### src/rtl/alu_result_stage.sv
// alu_result_stage: result mux, status flags and 2-entry valid/ready skid queue.
// Optional parity storage enabled by defining ALU_RESULT_PAR_EN.
module alu_result_stage #(
  parameter int WIDTH = 8
) (
  input  logic             CLK,
  input  logic             RST,
  input  logic [WIDTH-1:0] ARITH_OUT,
  input  logic [WIDTH-1:0] LOGIC_OUT,
  input  logic [WIDTH-1:0] CMP_OUT,
  input  logic [WIDTH-1:0] SHIFT_OUT,
  input  logic [1:0]       UNIT_SEL,
  input  logic             IN_VALID,
  output logic             IN_READY,
  output logic             OUT_VALID,
  input  logic             OUT_READY,
  output logic [WIDTH-1:0] ALU_OUT,
  output logic             ZERO_FLAG,
  output logic             SIGN_FLAG,
  output logic             PAR_FLAG
);

  typedef enum logic [1:0] {
    EMPTY = 2'd0,
    ONE   = 2'd1,
    TWO   = 2'd2
  } state_t;

  typedef struct packed {
    logic [WIDTH-1:0] res;
    logic             zero;
    logic             sign;
`ifdef ALU_RESULT_PAR_EN
    logic             par;
`endif
  } entry_t;

  state_t state;
  state_t state_nx;
  entry_t e0;
  entry_t e1;
  entry_t nw;
  logic [WIDTH-1:0] sel_res;
  logic push;
  logic pop;

  assign push = IN_VALID && (state != TWO);
  assign pop  = OUT_READY && (state != EMPTY);

  // Pick the unit result and derive its flags at push time
  always_comb begin
    sel_res = '0;
    case (UNIT_SEL)
      2'b00: sel_res = ARITH_OUT;
      2'b01: sel_res = LOGIC_OUT;
      2'b10: sel_res = CMP_OUT;
      2'b11: sel_res = SHIFT_OUT;
      default: sel_res = '0;
    endcase
    nw      = '0;
    nw.res  = sel_res;
    nw.zero = (sel_res == '0);
    nw.sign = sel_res[WIDTH-1];
`ifdef ALU_RESULT_PAR_EN
    nw.par  = ^sel_res;
`endif
  end

  // Occupancy state register
  always_ff @(posedge CLK or posedge RST) begin
    if (RST) state <= EMPTY;
    else     state <= state_nx;
  end

  // Occupancy next-state from push/pop
  always_comb begin
    state_nx = state;
    case (state)
      EMPTY: if (push) state_nx = ONE;
      ONE: begin
        if (push && !pop)      state_nx = TWO;
        else if (pop && !push) state_nx = EMPTY;
      end
      TWO: if (pop) state_nx = ONE;
      default: state_nx = EMPTY;
    endcase
  end

  // Entry storage; entry0 is always the head
  always_ff @(posedge CLK or posedge RST) begin
    if (RST) begin
      e0 <= '0;
      e1 <= '0;
    end else begin
      case (state)
        EMPTY: if (push) e0 <= nw;
        ONE: begin
          if (push && pop) e0 <= nw;
          else if (push)   e1 <= nw;
        end
        TWO: if (pop) e0 <= e1;
        default: ;
      endcase
    end
  end

  // Handshake and head outputs, masked when empty
  always_comb begin
    IN_READY  = (state != TWO);
    OUT_VALID = (state != EMPTY);
    ALU_OUT   = OUT_VALID ? e0.res : '0;
    ZERO_FLAG = OUT_VALID && e0.zero;
    SIGN_FLAG = OUT_VALID && e0.sign;
`ifdef ALU_RESULT_PAR_EN
    PAR_FLAG  = OUT_VALID && e0.par;
`else
    PAR_FLAG  = 1'b0;
`endif
  end

endmodule

### config.mk
export PLATFORM = sky130hd
export DESIGN_NAME = alu_result_stage
export DESIGN_NICKNAME = d
export VERILOG_FILES = /design/src/rtl/alu_result_stage.sv
export SDC_FILE = /design/constraint.sdc
export NUM_CORES = 1
export LEC_CHECK = 0
export CAP_MARGIN = 20
export CELL_PAD_IN_SITES_DETAIL_PLACEMENT = 1
export CELL_PAD_IN_SITES_GLOBAL_PLACEMENT = 1
export CORE_ASPECT_RATIO = 1.75
export CORE_MARGIN = 3
export CORE_UTILIZATION = 32
export DETAILED_ROUTE_END_ITERATION = 8
export GPL_ROUTABILITY_DRIVEN = 0
export MAX_ROUTING_LAYER = met4
export PLACE_DENSITY = 0.89
export SLEW_MARGIN = 15
export SYNTH_ARGS = -nofsm -noshare
export SYNTH_HDL_FRONTEND = slang
export SYNTH_SLANG_ARGS = --single-unit
export TNS_END_PERCENT = 20
### constraint.sdc
create_clock -name CLK -period 2.7 [get_ports CLK]
set_input_delay 0.405 -clock CLK [delete_from_list [all_inputs] [get_ports CLK]]
set_output_delay 0.405 -clock CLK [all_outputs]
set_load 0.02 [all_outputs]
After elaboration in Yosys (flattened, before gate mapping)

Index checks and enable logic that the tools add are counted.

Output and inout bits: 13
Register bits: 22
Logic and storage cells: 46

Reduce and logical (&&, ||, !) cells: 17
Multiplexer cells: 11
Bitwise gates (word level): 1
Eq/ne operators: 10

Operators by type and width:

| cell                                           | number |
|---|---|
| one-hot mux 8 bit (4 select lines)             | 1 |
| two-way mux 10 bit                             | 3 |
| one-hot mux 10 bit (3 select lines)            | 1 |
| zero test 8 bit                                | 1 |
| two-way mux 2 bit                              | 4 |
| two-way mux 8 bit                              | 1 |
| != test 2 bit (second input constant)          | 4 |
| logical AND 1 bit                              | 7 |
| == test 2 bit (second input constant)          | 3 |
| one-hot mux 2 bit (3 select lines)             | 1 |
| AND reduction 3 bit                            | 2 |
| == test 2 x 1 -> 1 bit (second input constant) | 2 |
| zero test 2 bit                                | 2 |
| AND reduction 4 bit                            | 1 |
| != test 3 bit (second input constant)          | 1 |
| nonzero test 3 bit                             | 1 |
| zero test 1 bit                                | 2 |
| nonzero test 2 bit                             | 1 |
| NOT 1 bit                                      | 1 |

Depth between registers and ports, before layout

Gate-level depths: netlist (run 1).

Depth in word-level cells: 7
Depth in mapped cells: 9
Mapped depth without buffers: 8

Worst setup path before layout (run 1)

Ideal clock, no wire load.

Path type: register to register
Start point: register state[0]
End point: register e1[2] in the netlist's numbering
Clock period less this slack: 2.083 ns
Slack: 0.617 ns
Data required time: 2.575 ns
Stages on the path, launching flop included: 8
Arrival: 1.958 ns
Path buffers: 2
Setup time: 0.125 ns
Cell sequence: dfrtp_1 > nand2b_1 > buf_2 > and2_1 > ha_1 > nand2_1 > clkbuf_1 > mux2_2

Cells in the longest elaborated chain, start to end: 5
Elaborated cells on any way between the ends: 8
Those cells by class: eq/ne (2); bitwise (1); reduce/logical (5)

Ends and longest elaborated chain:

| element                                | RTL line | text |
|---|---|---|
| start: declaration                     | 38       | `state_t state;` |
| start signal: assignment               | 72       | `else state <= state_nx;` |
| != test 2 bit *                        | -        |  |
| net IN_READY                           | 14       | `output logic IN_READY,` |
| logical AND 1 bit *                    | 47       | `assign push = IN_VALID && (state != TWO);` |
| logical AND 1 bit                      | 98       | `if (push && pop) e0 <= nw;` |
| NOT 1 bit (no source line)             | -        |  |
| AND reduction 3 bit (no source line) * | -        |  |
| end signal: assignment                 | 99       | `else if (push) e1 <= nw;` |
| end: declaration                       | 41       | `entry_t e1;` |

Mark *: on every way through the listed nets, which the timed path passes. The rest lies on a longest branch.
A chain may end at the register's enable or synchronous reset.

Worst setup path in the final report (run 1)

Start point: register state[0]
End point: output OUT_VALID

Cells in the longest elaborated chain, start to end: 1

Ends and longest elaborated chain:

| element            | RTL line | text |
|---|---|---|
| nonzero test 2 bit | 110      | `OUT_VALID = (state != EMPTY);` |
| end: declaration   | 15       | `output logic OUT_VALID,` |

Every way passes these cells.

==> results of run 1 <==
[flip-flops by register name (all words and copies together) (netlist names)]
signal,cells
e0,9
e1,9
state,2
[cells in the mapped netlist, drive strengths merged, types with 2 or more instances]
library cell,instances
nor2b,10
ha,2
mux2i,9
nand2,5
a21oi,9
buf,4
inv,4
mux4,8
nor4,2
clkbuf,3
mux2,8
nor2,11
dfrtp,20
o21ai,2
[kinds of logic after synthesis]
family,count (synthesis),share of synthesized area (%)
compound gates,14,6.65
fa+ha+maj,2,2.08
buf+inv,11,4.78
flops,20,41.5
mux,25,29.9
other cells,1,0.311
simple gates,30,14.7
[power by group through the flow]
stage	sequential (uW)	clock, uW	combinational (uW)
global placement	514	0	858
global route	542	242	972
detailed placement	526	0	901
CTS	521	229	906
floorplan	500	0	568
finish	520	226	900
[cell usage in the layout, fill, tap and decap left out]
master	count
a21oi_1	8
a21oi_2	1
a31oi_1	1
and2_1	1
buf_4	2
clkbuf_8	4
clkdlybuf4s50_1	49
conb_1	1
dfrtp_1	20
ha_1	2
inv_1	4
mux2_2	8
mux2i_1	9
mux4_2	8
nand2_1	5
nand2b_1	1
nor2_1	11
nor2b_1	10
nor4_4	2
o21ai_1	2
o22ai_1	1
o2bb2ai_2	1
[stage by stage]
stage / utilization (%) / power (uW)
2_1_floorplan: - / 1070
3_3_place_gp: 49.2 / 1370
3_5_place_dp: 49.2 / 1430
4_1_cts: 50.8 / 1660
5_1_grt: 51.0 / 1760
6_report: 51.0 / 1650
[worst min path at each step]
| stage | to | slack, ps | cells past startpoint |
|---|---|---|---|
| 2_1_floorplan | e0[1] | 370 | 1 |
| 3_3_place_gp | e1[1] | 470 | 2 |
| 3_5_place_dp | e1[9] | 490 | 1 |
| 4_1_cts | e1[8] | 510 | 1 |
| 5_1_grt | e1[3] | 530 | 1 |
| 6_report | e1[8] | 510 | 1 |
[critical path, delay by kind of cell, from the launching register on]
family / cells / cell delay (ps)
buffers and inverters: 2 / 710
and+or+nand+nor: 1 / 510
DFF: 1 / 430
[metal layers]
| metal | vias up | GRT usage, % | wire length, um |
|---|---|---|---|
| met5 | - | - | 0 |
| met4 | 0 | 4.19 | 57 |
| met3 | 7 | 1.54 | 175 |
| met2 | 44 | 29.6 | 1890 |
| met1 | 476 | 13.6 | 1070 |
| li1 | 460 | - | - |
[final cells by class]
type,count,area (um2)
Clock buffer,4,55.1
Fill cell,394,1720
Inverter,4,15.0
Multi-Input combinational cell,72,653
Sequential cell,20,500
Tap cell,45,56.3
Timing Repair Buffer,51,505
==> flow_metrics.env, run 1 <==
export IMPL_status="completed"
export IMPL_cts_setup_buffers=0
export IMPL_cts_root_buf="clkbuf_8"
export IMPL_hp_class="reg2reg"
export IMPL_syn_nets=143
export IMPL_ys_async_sr_fraction_pct=100
export IMPL_fp_dieH_um=87.2
export IMPL_synth_seq_cells=20
export IMPL_dp_cells=192
export IMPL_timing_hold_ws_ps=508
export IMPL_min_period_ps=2310
export IMPL_grt_pass1_vias=1126
export IMPL_setup_tns_final_ps=0
export IMPL_drt_first_pass_iters=2
export IMPL_synthTopCellsByArea="dfrtp_1 (42%), mux4_2 (15%), mux2i_1 (7.5%)"
export IMPL_cts_buffer_depth=2
export IMPL_setup_viol=0
export IMPL_maxCapViolations=0
export IMPL_pwr_share_clk_pct=13.8
export IMPL_fmax_mhz=432
export IMPL_rrSetupSlack_ps=540
export IMPL_clk_latency_ps=260
export IMPL_crit_type="reg2out"
export IMPL_drv_slew=0
export IMPL_critPathLaunch="state[0]"
export IMPL_synthesis_area_um2=1200
export IMPL_vias_per_cell=5.04
export IMPL_cts_resized=0
export IMPL_clock_skew_ps=4.99
export IMPL_drt_wl_total_um=3190
export IMPL_clkTransAtPathRegs_ps=70
export IMPL_intPower_uw=1020
export IMPL_cts_buffers=3
export IMPL_grt_setup_unrepaired="false"
export IMPL_combPwrFrac_pct=54.6
export IMPL_reg2regPathDepth=8
export IMPL_synthFlopType="dfrtp_1"
export IMPL_grt_pass1_wl_um=4960
export IMPL_cts_hold_buf=0
export IMPL_p_seq_share_pct=31.6
export IMPL_h_tree_depth=1
export IMPL_worst_slew_pin_slew_ps=782
export IMPL_drt_iter0_markers=14
export IMPL_cp_arrival_ps=1910
export IMPL_hp_start="e1[8]"
export IMPL_synth_edff_count=0
export IMPL_timing_final_ws_setup_ps=387
export IMPL_io_buffers=49
export IMPL_die_w_um=52.4
export IMPL_rows=28
export IMPL_design_area_um2=1790
export IMPL_grt_antenna_before_repair=0
export IMPL_coreArea_um2=3500
export IMPL_syn_avg_cell_area_um2=11.7
export IMPL_ir_worst_vdd_mv=0.331
export IMPL_synth_top_cell_area_share_pct=41.5
export IMPL_dpl_cell_area_um2=1720
export IMPL_netlist_instances=103
export IMPL_cts_tree="yes"
export IMPL_syn_to_final_growth_pct=48.2
export IMPL_hold_viol=0
export IMPL_slew_headroom_pct=47.8
export IMPL_overflow=0
export IMPL_grt_max_degree=21
export IMPL_drc=0
export IMPL_path_cells="nor2_1, inv_1, clkdlybuf4s50_1"
export IMPL_synth_seq_area_share_pct=41.5
export IMPL_p_sw_share_pct=38.2
export IMPL_crit_fanout=10
export IMPL_vias=987
export IMPL_reg2reg_from="state[0]"
export IMPL_end_kind="output port"
export IMPL_dieArea_um2=4570
export IMPL_p_switching_uw=629
export IMPL_required_ps=2300
export IMPL_critical_path_startpoint_type="flip-flop"
export IMPL_antenna_cells=0
export IMPL_hpwl_um=2700
export IMPL_yosysTopAreaCell="dfrtp_1"
export IMPL_drtAntennaViolNets=0
export IMPL_yosysWarnings=0
export IMPL_grt_use_total_pct=14.7
export IMPL_cts_sinks=20
export IMPL_ys_types=23
export IMPL_final_nets=192
export IMPL_ios=51
export IMPL_power_density_nw_per_um2=922
export IMPL_wl_per_cell_um=16.3
export IMPL_initial_utilization_pct=34.4
export IMPL_crit_end="OUT_VALID"
export IMPL_drive_gt1_share_pct=17.2
export IMPL_p_leak_uw=0.000742
export IMPL_finalNonFillerCells=196
export IMPL_reg2reg_to="e0[1]"
export IMPL_fin_crit_sh_pct=85.7
export IMPL_max_stage_delay_ps=570
export IMPL_place_ws_ps=302
export IMPL_slowest_stage="clkdlybuf4s50_1"
Power figures use the tool's default switching activity.
==> run 2: changes to the inputs <==
--- a/config.mk
+++ b/config.mk
@@ -15,6 +15,7 @@
 export GPL_ROUTABILITY_DRIVEN = 0
 export MAX_ROUTING_LAYER = met4
 export PLACE_DENSITY = 0.89
+export RECOVER_POWER = 25
 export SLEW_MARGIN = 15
 export SYNTH_ARGS = -nofsm -noshare
 export SYNTH_HDL_FRONTEND = slang
==> flow_metrics.env, run 2 (synthesis gave the netlist of run 1 again) <==
export IMPL_cts_tree="yes"
export IMPL_crit_fanout=10
export IMPL_grt_use_total_pct=14.7
export IMPL_cts_resized=0
export IMPL_final_common_cell="clkdlybuf4s50_1"
export IMPL_drive_gt1_share_pct=17.2
export IMPL_hpwl_um=2700
export IMPL_antenna_cells=0
export IMPL_clkTransAtPathRegs_ps=70
export IMPL_worstSetupPathDepth=3
export IMPL_overflow=0
export IMPL_dieArea_um2=4570
export IMPL_drc=0
export IMPL_grt_pass1_vias=1126
export IMPL_dpl_cell_area_um2=1720
export IMPL_max_stage_delay_ps=570
export IMPL_grt_max_degree=21
export IMPL_timing_hold_ws_ps=508
export IMPL_required_ps=2300
export IMPL_end_kind="output port"
export IMPL_power_density_nw_per_um2=922
export IMPL_cts_root_buf="clkbuf_8"
export IMPL_drv_slew=0
export IMPL_initial_utilization_pct=34.4
export IMPL_worst_slew_pin_slew_ps=782
export IMPL_cts_sinks=20
export IMPL_crit_buf_inv=2
export IMPL_cts_hold_buf=0
export IMPL_final_nets=192
export IMPL_critical_path_top_delay_family="buffers and inverters"
export IMPL_crit_type="reg2out"
export IMPL_io_buffers=49
export IMPL_critPathLaunch="state[0]"
export IMPL_top_regs="e0: 9 flops, e1: 9 flops, state: 2 flops"
export IMPL_reg2reg_from="state[0]"
export IMPL_min_period_ps=2310
export IMPL_cts_buffers=3
export IMPL_rows=28
export IMPL_grt_antenna_before_repair=0
export IMPL_grt_setup_unrepaired="false"
export IMPL_drtAntennaViolNets=0
export IMPL_cp_arrival_ps=1910
export IMPL_grt_pass1_wl_um=4960
export IMPL_path_cells="nor2_1, inv_1, clkdlybuf4s50_1"
export IMPL_fmax_mhz=432
export IMPL_setup_tns_final_ps=0
export IMPL_hp_class="reg2reg"
export IMPL_drt_first_pass_iters=2
export IMPL_coreArea_um2=3500
export IMPL_hold_viol=0
export IMPL_clock_skew_ps=4.99
export IMPL_finalNonFillerCells=196
export IMPL_setup_viol=0
export IMPL_vias_per_cell=5.04
export IMPL_fin_crit_sh_pct=85.7
export IMPL_h_tree_depth=1
export IMPL_status="completed"
export IMPL_p_leak_uw=0.000742
export IMPL_fillers=394
export IMPL_ios=51
export IMPL_hold_path_depth=1
export IMPL_cts_buffer_depth=2
export IMPL_maxCapViolations=0
export IMPL_drt_iter0_markers=14
export IMPL_dp_cells=192
export IMPL_syn_to_final_growth_pct=48.2
export IMPL_vias=987
export IMPL_total_power_uw=1650
export IMPL_drt_wl_total_um=3190
export IMPL_clk_latency_ps=260
export IMPL_cts_setup_buffers=0
export IMPL_fp_dieH_um=87.2
export IMPL_slowest_stage="clkdlybuf4s50_1"
export IMPL_layout_common_cells="clkdlybuf4s50_1 (48), dfrtp_1 (20), nor2_1 (11)"
export IMPL_ir_worst_vdd_mv=0.331
export IMPL_reg2regPathDepth=8
export IMPL_wl_per_cell_um=16.3
export IMPL_slew_headroom_pct=47.8
export IMPL_die_w_um=52.4
export IMPL_hp_start="e1[8]"
export IMPL_critical_path_startpoint_type="flip-flop"
export IMPL_design_area_um2=1790
## run 2: cell count changes in the layout (fill, tap and decap cells not counted)
| cell | change |
|---|---|
| dlygate4sd3_1 | +1 |
| clkdlybuf4s50_1 | -1 |
## run 2: metrics by stage
stage | util (%) | worst slack (ps)
4_1_cts | 50.8 | 315
3_3_place_gp | 49.2 | 433
5_1_grt | 51.0 | 219
3_5_place_dp | 49.2 | 302
2_1_floorplan | - | 617
6_report | 51.0 | 387
## run 2: area by class of cell
class / count / area, um2 / share of cell area, %
Tap cell: 45 / 56.3 / 3.15
Multi-Input combinational cell: 72 / 653 / 36.6
Timing Repair Buffer: 51 / 505 / 28.3
Inverter: 4 / 15.0 / 0.841
Sequential cell: 20 / 500 / 28.0
Clock buffer: 4 / 55.1 / 3.08
## run 2: worst paths after layout
path,to,slack [ps]
max in group asynchronous,e1[5],1480
setup reg to reg,e0[1],540
min in group asynchronous,e0[4],720
hold reg to reg,e1[8],510
hold / removal,e1[8],510
setup / recovery,OUT_VALID,390
## run 2: routing by layer
layer  vias to the layer above  global-route usage [%]  share of wire [%]
li1                        460                       -                  -
met1                       476                    13.6                 33
met2                        44                    29.6                 59
met3                         7                    1.54                5.5
met4                         0                    4.19                1.8
met5                         -                       -                  0
## run 2: report_power, final
group          total [uW]  switching (uW)  internal [uW]
registers             520            77.4            443
logic                 899             455            445
clock network         226            96.7            130
==> run 3: changes to the inputs <==
--- a/config.mk
+++ b/config.mk
@@ -10,11 +10,12 @@
 export CELL_PAD_IN_SITES_GLOBAL_PLACEMENT = 1
 export CORE_ASPECT_RATIO = 1.75
 export CORE_MARGIN = 3
-export CORE_UTILIZATION = 32
+export CORE_UTILIZATION = 46
 export DETAILED_ROUTE_END_ITERATION = 8
+export DONT_BUFFER_PORTS = 1
 export GPL_ROUTABILITY_DRIVEN = 0
 export MAX_ROUTING_LAYER = met4
-export PLACE_DENSITY = 0.89
+export PLACE_DENSITY = 0.85
 export RECOVER_POWER = 25
 export SLEW_MARGIN = 15
 export SYNTH_ARGS = -nofsm -noshare
==> flow_metrics.env, run 3 (synthesis gave the netlist of run 1 again) <==
export IMPL_hpwl_um=2000
export IMPL_cts_root_buf="clkbuf_8"
export IMPL_rows=23
export IMPL_rrSetupSlack_ps=850
export IMPL_initial_utilization_pct=50.4
export IMPL_power_density_nw_per_um2=1110
export IMPL_cp_arrival_ps=1540
export IMPL_critPathLaunch="state[0]"
export IMPL_die_w_um=44.7
export IMPL_final_nets=144
export IMPL_cts_resized=0
export IMPL_required_ps=2300
export IMPL_syn_to_final_growth_pct=6.02
export IMPL_drt_wl_total_um=2490
export IMPL_h_tree_depth=1
export IMPL_vias_per_cell=6.23
export IMPL_p_leak_uw=0.000556
export IMPL_cts_setup_buffers=0
export IMPL_fin_crit_sh_pct=72.2
export IMPL_wl_per_cell_um=19.4
export IMPL_min_period_ps=1950
export IMPL_hp_class="in2async"
export IMPL_reg2regPathDepth=5
export IMPL_slew_headroom_pct=49.9
export IMPL_cts_buffer_depth=2
export IMPL_drv_slew=0
export IMPL_fmax_mhz=513
export IMPL_drtAntennaViolNets=0
export IMPL_clock_skew_ps=4.76
export IMPL_setup_viol=0
export IMPL_ios=51
export IMPL_drc=0
export IMPL_fp_dieH_um=73.7
export IMPL_ir_worst_vdd_mv=0.483
export IMPL_setup_tns_final_ps=0
export IMPL_grt_setup_unrepaired="false"
export IMPL_cts_hold_buf=0
export IMPL_end_kind="output port"
export IMPL_reg2reg_to="e1[8]"
export IMPL_top_regs="e0: 9 flops, e1: 9 flops, state: 2 flops"
export IMPL_coreArea_um2=2390
export IMPL_status="completed"
export IMPL_drt_iter0_markers=12
export IMPL_clk_latency_ps=270
export IMPL_grt_pass1_wl_um=4030
export IMPL_grt_antenna_before_repair=0
export IMPL_drive_gt1_share_pct=26.2
export IMPL_final_common_cell="dfrtp_1"
export IMPL_grt_pass1_vias=928
export IMPL_overflow=0
export IMPL_reg2reg_from="state[0]"
export IMPL_cts_buffers=3
export IMPL_vias=797
export IMPL_critical_path_startpoint_type="flip-flop"
export IMPL_maxCapViolations=0
export IMPL_grt_use_total_pct=17.4
export IMPL_crit_type="reg2out"
export IMPL_crit_fanout=9
export IMPL_dpl_cell_area_um2=1220
export IMPL_worst_slew_pin_slew_ps=750
export IMPL_drt_first_pass_iters=2
export IMPL_layout_common_cells="dfrtp_1 (20), nor2_1 (11), nor2b_1 (10)"
export IMPL_io_buffers=0
export IMPL_grt_max_degree=21
export IMPL_dieArea_um2=3290
export IMPL_clkTransAtPathRegs_ps=70
export IMPL_design_area_um2=1280
export IMPL_antenna_cells=0
export IMPL_cts_sinks=20
export IMPL_hold_viol=0
export IMPL_cts_tree="yes"
[run 3: power breakdown]
| part | internal [uW] | switching [uW] |
|---|---|---|
| combinational | 252 | 409 |
| sequential | 443 | 76.7 |
| clock | 130 | 102 |
| total | 825 | 587 |
[run 3: routing by layer]
layer | track usage (%) | routed length (um)
met3 | 3.68 | 236
met1 | 16.6 | 814
met4 | 9.06 | 53
met5 | - | 0
met2 | 31.2 | 1380
[run 3: worst max-delay path by stage]
stage                            end  slack, ps
after floorplan                e1[2]        620
after global placement         e0[1]        940
after detailed placement       e0[9]        800
after CTS                 ALU_OUT[7]        750
after global routing       SIGN_FLAG        630
final                     ALU_OUT[7]        750
[run 3: final cells by class]
cell class / count / area (um2)
clock buffer: 4 / 55.1
fill: 256 / 1110
inverter: 4 / 15.0
multi-input combinational: 72 / 653
sequential: 20 / 500
tap: 25 / 31.3
timing repair buffer: 3 / 22.5
[run 3: stage by stage]
| step | utilization [%] | total power (uW) | setup WS [ps] | hold WS (ps) | instances |
|---|---|---|---|---|---|
| floorplan | - | 1070 | 617 | 369 | 103 |
| global placement | 50.9 | 1150 | 937 | 457 | 124 |
| detailed placement | 50.9 | 1190 | 804 | 465 | 124 |
| CTS | 53.2 | 1430 | 751 | 171 | 128 |
| global route | 53.5 | 1510 | 633 | 223 | 128 |
| finish | 53.5 | 1410 | 750 | 147 | 128 |
[run 3: critical path: stages (launching register included)]
cell     delay, ps
dfrtp_1        420
nor2_1          90
buf_4          170
nor2b_1        590
